**config.mk**
```make
export PLATFORM = sky130hd
export DESIGN_NAME = ifetch_unit
export DESIGN_NICKNAME = d
export VERILOG_FILES = /design/src/rtl/ifetch_unit.sv
export SDC_FILE = /design/constraint.sdc
export NUM_CORES = 1
export LEC_CHECK = 0
export BUFFER_PORTS_ARGS = -buffer_cell sky130_fd_sc_hd__clkbuf_2
export CAP_MARGIN = 20
export CORE_UTILIZATION = 39
export CTS_BUF_LIST = sky130_fd_sc_hd__clkbuf_16
export DETAILED_ROUTE_END_ITERATION = 8
export PLACE_DENSITY = 0.72
export SYNTH_ARGS = -nofsm -noshare
export SYNTH_HDL_FRONTEND = slang
export SYNTH_SLANG_ARGS = --single-unit
```
**constraint.sdc**
```tcl
create_clock -name clk -period 4.1 [get_ports clk]
set_input_delay 0.615 -clock clk [delete_from_list [all_inputs] [get_ports clk]]
set_output_delay 0.615 -clock clk [all_outputs]
set_load 0.02 [all_outputs]
```
**src/rtl/ifetch_unit.sv**
```systemverilog
// ifetch_unit: instruction fetch stage of the miniRV core.
// Holds the PC and fetches one instruction at a time over a req/gnt/rvalid
// handshake. It presents that instruction to the decoder until the core acks it,
// and then moves to the next PC chosen by npc_op.
// A misaligned next PC or a memory timeout puts the unit in a halt state.
// The halt state is sticky and only reset leaves it.
//
// Ports:
//   clk, rst            core clock, asynchronous active-high reset
//   imem_req/imem_addr  fetch request (S_REQ only) and its address (= pc)
//   imem_gnt            memory accepted the request this cycle
//   imem_rvalid/rdata   fetched word strobe and data
//   inst/inst_valid     instruction to the decoder, held until inst_ack
//   pc/pc4              address of inst and that address + 4
//   inst_ack            core finished inst; npc_op/br_*/jmp_target valid now
//   npc_op              00 pc+4, 01 conditional branch, 10 absolute jump, 11 pc+4
//   br_taken/br_offset  branch condition and sign-extended B-type immediate
//   jmp_target          absolute jump target from EX
//   fault/fault_cause   sticky fault flag; cause 01 misaligned, 10 timeout
module ifetch_unit #(
  parameter logic [31:0] RESET_PC = 32'h0000_0000,
  parameter int unsigned TIMEOUT  = 64
) (
  input  logic        clk,
  input  logic        rst,
  output logic        imem_req,
  output logic [31:0] imem_addr,
  input  logic        imem_gnt,
  input  logic        imem_rvalid,
  input  logic [31:0] imem_rdata,
  output logic [31:0] inst,
  output logic        inst_valid,
  output logic [31:0] pc,
  output logic [31:0] pc4,
  input  logic        inst_ack,
  input  logic [1:0]  npc_op,
  input  logic        br_taken,
  input  logic [31:0] br_offset,
  input  logic [31:0] jmp_target,
  output logic        fault,
  output logic [1:0]  fault_cause
);

  localparam int unsigned CNT_W = (TIMEOUT > 2) ? $clog2(TIMEOUT) : 1;
  localparam logic [CNT_W-1:0] CNT_LAST = CNT_W'(TIMEOUT - 1);

  localparam logic [1:0] NPC_JMP    = 2'b01;
  localparam logic [1:0] NPC_ABSJMP = 2'b10;

  localparam logic [1:0] CAUSE_MISALIGN = 2'b01;
  localparam logic [1:0] CAUSE_TIMEOUT  = 2'b10;

  typedef enum logic [2:0] {
    S_IDLE = 3'd0,
    S_REQ  = 3'd1,
    S_WAIT = 3'd2,
    S_HOLD = 3'd3,
    S_HALT = 3'd4
  } state_t;

  state_t           state;
  logic [CNT_W-1:0] wait_cnt;
  logic [31:0]      npc;

  // The fetch address is the architectural PC itself, so it is stable for the whole request.
  assign imem_addr = pc;

  // Next-PC selection. It is only consumed in the ack cycle of S_HOLD.
  always_comb begin
    npc = pc + 32'd4;
    case (npc_op)
      NPC_JMP:    if (br_taken) npc = pc + br_offset;
      NPC_ABSJMP: npc = {jmp_target[31:1], 1'b0};
      default:    ;
    endcase
  end

  // Fetch FSM with registered outputs.
  always_ff @(posedge clk or posedge rst) begin
    if (rst) begin
      state       <= S_IDLE;
      pc          <= RESET_PC;
      pc4         <= RESET_PC + 32'd4;
      inst        <= 32'd0;
      inst_valid  <= 1'b0;
      imem_req    <= 1'b0;
      fault       <= 1'b0;
      fault_cause <= 2'b00;
      wait_cnt    <= '0;
    end else begin
      case (state)
        S_IDLE: begin
          state    <= S_REQ;
          imem_req <= 1'b1;
          wait_cnt <= '0;
        end

        S_REQ: begin
          if (imem_gnt && imem_rvalid) begin
            inst       <= imem_rdata;
            inst_valid <= 1'b1;
            imem_req   <= 1'b0;
            state      <= S_HOLD;
          end else if (wait_cnt == CNT_LAST) begin
            fault       <= 1'b1;
            fault_cause <= CAUSE_TIMEOUT;
            imem_req    <= 1'b0;
            state       <= S_HALT;
          end else begin
            wait_cnt <= wait_cnt + CNT_W'(1);
            if (imem_gnt) begin
              imem_req <= 1'b0;
              state    <= S_WAIT;
            end
          end
        end

        // An rvalid in the final counted cycle takes priority over the timeout.
        S_WAIT: begin
          if (imem_rvalid) begin
            inst       <= imem_rdata;
            inst_valid <= 1'b1;
            state      <= S_HOLD;
          end else if (wait_cnt == CNT_LAST) begin
            fault       <= 1'b1;
            fault_cause <= CAUSE_TIMEOUT;
            state       <= S_HALT;
          end else begin
            wait_cnt <= wait_cnt + CNT_W'(1);
          end
        end

        // A misaligned target is still loaded into pc so a debugger can see where the jump went.
        S_HOLD: begin
          if (inst_ack) begin
            pc         <= npc;
            pc4        <= npc + 32'd4;
            inst_valid <= 1'b0;
            if (npc[1]) begin
              fault       <= 1'b1;
              fault_cause <= CAUSE_MISALIGN;
              state       <= S_HALT;
            end else begin
              imem_req <= 1'b1;
              wait_cnt <= '0;
              state    <= S_REQ;
            end
          end
        end

        S_HALT: begin
          imem_req   <= 1'b0;
          inst_valid <= 1'b0;
        end

        default: state <= S_HALT;
      endcase
    end
  end

endmodule

```
==> results.json <==
{
  "grt_pass1_wl_um": 42700,
  "wire_per_inst_um": 17.6,
  "max_slew.worst_pin.slew_ns": 0.813,
  "seq_area_frac_synth_pct": 32.5,
  "hp-class": "input port to async pin",
  "clkSinkCount": 108,
  "coreArea_um2": 21000,
  "syn2layout_area_growth_pct": 30.0,
  "dp.cells": 1548,
  "clockRootBuffer": "clkbuf_16",
  "vias": 8670,
  "yosys_warnings": 0,
  "crit_arrival_ns": 4.24,
  "finalNetCount": 1429,
  "synthTopCellsByArea": "dfrtp_1, nand2_1, ha_1, o21ai_0, mux2_2",
  "port_buffers": 235,
  "synthesis.nets": 1134,
  "first_pass_iters": 5,
  "finalClockSkew_ns": 0.00929,
  "cts_buffer_depth": 2,
  "status": "complete, no violations",
  "async_flop_share_pct": 100,
  "maxCapViolations": 0,
  "synth_ff_type": "dfrtp_1",
  "fmax_mhz": 252,
  "place_area_um2": 10400,
  "period_share_pct": 96.7,
  "path_clk_slew_ns": 0.08,
  "fin_setup_tns_ns": 0,
  "htreeDepth": 3,
  "synth_top_cell_by_area": "dfrtp_1",
  "overflow": 0,
  "reg2reg_to": "pc4[31]",
  "finalSetupViolCount": 0,
  "synth-edff-count": 0,
  "ant_nets": 0,
  "instances_no_fill": 1568,
  "grt_antenna_before_repair": 0,
  "wirelength_um": 27600,
  "cp-end-kind": "flip-flop",
  "drc_errors": 0,
  "hold_violations": 0,
  "reg2reg_slack_ns": 0.13,
  "path_class": "flip-flop to flip-flop",
  "netlist_area_um2": 8310,
  "required_ns": 4.37,
  "stdcell_area_um2": 10800,
  "vias_per_cell": 5.53,
  "ios": 237,
  "cp_max_fo": 2,
  "r2r_cells": 15,
  "start_util_pct": 39.7,
  "die_y_um": 148,
  "power_density_nw_per_um2": 209,
  "avgSynthCellArea_um2": 8.37,
  "synth_cells": 993,
  "ys_types": 83,
  "grt_pass1_vias": 8157,
  "vdd_drop_max_mv": 0.182,
  "cp-start-kind": "flip-flop",
  "ys_ff_latch": 108,
  "hpwl_um": 21900,
  "relSlewSlack_pct": 45.8,
  "drv_slew": 0,
  "drtIter0Drc": 707,
  "crit_end": "pc4[31]",
  "rsz0062_at_grt": "no",
  "cts_tree": "done",
  "grt_use_total_pct": 25.1,
  "rows": 53,
  "p_leak_nw": 5.39,
  "layout-drive-gt1-share_pct": 36.3,
  "cts-buffers-inserted": 9,
  "grt_max_degree": 88,
  "diodes": 0,
  "ctsHoldBuffers": 0,
  "die_x_um": 148,
  "dieArea_um2": 21900,
  "clk_latency_ns": 0.35,
  "fin_crit_ns": 3.97,
  "gp_congestion": 0.974,
  "netlist.area_leader.share_pct": 32.2
}
## registers in the layout, indices dropped and copies added (netlist names), named ones only
name         flops
inst            32
imem_addr       31
pc4             30
wait_cnt         6
state            3
fault_cause      2
fault            1
imem_req         1
inst_valid       1
## logic make-up (layout without fill, tap and decap cells)
kind of cell             Yosys count  in the layout  share of synthesized area [%]
AND/OR/NAND/NOR                  360            360                           21.3
multiplexers                      45             45                           5.98
buffers and inverters            104            404                           6.50
adder cells (fa/ha/maj)           37             37                           5.66
AO/OA/AOI/OAI                    277            277                           21.5
flip-flops                       108            108                           32.5
XOR/XNOR                          62             62                           6.53
## worst min path at each step
stage               slack (ns)         from          end  depth (start not counted)
floorplan                 0.47  wait_cnt[5]  wait_cnt[5]                          1
global placement          0.45       pc4[2]       pc4[2]                          2
detailed placement        0.46       pc4[2]       pc4[2]                          2
CTS                       0.35          rst      pc4[11]                          2
global route              0.37          rst  wait_cnt[3]                          2
finish                    0.32          rst     inst[19]                          2
## per-stage QoR
step / utilization [%] / hold WS (ns) / setup WS, ns / total power (W)
final: 51.6 / 0.324 / 0.135 / 0.00226
after global routing: 51.6 / 0.372 / 0.0000298 / 0.00235
after detailed placement: 49.5 / 0.458 / -0.312 / 0.00145
after floorplan: - / 0.466 / 0.00396 / 0.00128
after CTS: 50.8 / 0.347 / 0.0447 / 0.00227
after global placement: 49.5 / 0.450 / -0.199 / 0.00145
## Yosys cell counts, types with 15 or more instances
library cell,count
a21oi_1,63
and3_1,15
buf_4,36
clkbuf_1,39
dfrtp_1,107
ha_1,36
inv_1,21
mux2_2,37
nand2_1,157
nand3_1,33
nor2_1,65
o21ai_0,84
xnor2_1,34
xor2_1,28
## area by class of cell
class | instances | area [um^2]
Clock buffer | 9 | 225
Clock inverter | 7 | 50.0
Fill cell | 1985 | 10100
Inverter | 22 | 85.1
Multi-Input combinational cell | 781 | 5240
Sequential cell | 108 | 2710
Tap cell | 275 | 344
Timing Repair Buffer | 366 | 2160
## what timing repair did
action,4_1_cts,5_1_grt
endpoints found under the hold margin,0,0
gates cloned,0,0
resized for setup,1,25
pin swaps,1,21
buffers inserted,0,5
endpoints found under the setup margin,1,5
## critical path: stages (launching register included)
cell and delay [ns]:
dfrtp_1 0.41, ha_4 0.19, inv_2 0.05, fa_2 0.21, nor2b_2 0.05, o31a_1 0.27
o21a_1 0.25, buf_4 0.16, o22ai_2 0.14, mux2i_1 0.22, o21ai_0 0.16, or4_4 0.46
nor4_4 0.42, nand4_4 0.14, or4_4 0.57, a31oi_4 0.19
## power breakdown
part           switching, W  internal, W  leakage [nW]
Clock              0.000401     0.000415         0.130
Sequential                0      0.00106          1.48
Combinational      0.000221     0.000161          3.78
## cell usage in the layout (no fill, tap or decap), types with 13 or more instances in the layout
cell      synthesis  layout
clkbuf_2          0     235
nand2_1         157     157
buf_4            36     130
dfrtp_1         107     106
o21ai_0          84      84
nor2_1           65      65
a21oi_1          63      63
mux2_2           37      37
xnor2_1          34      34
ha_1             36      34
nand3_1          33      32
xor2_1           28      28
inv_1            21      19
and3_1           15      15
o21a_1           14      14
o31ai_1          14      13
## metal layers
metal  vias up  GRT usage [%]  wire length, um
met2       457           38.4            12000
met1      4009           34.3            11700
met4         0           8.76              854
li1       4142              -                -
met3        62           6.17             3180
met5         -              0                0
Note: power is estimated with default switching activity, not from simulation.
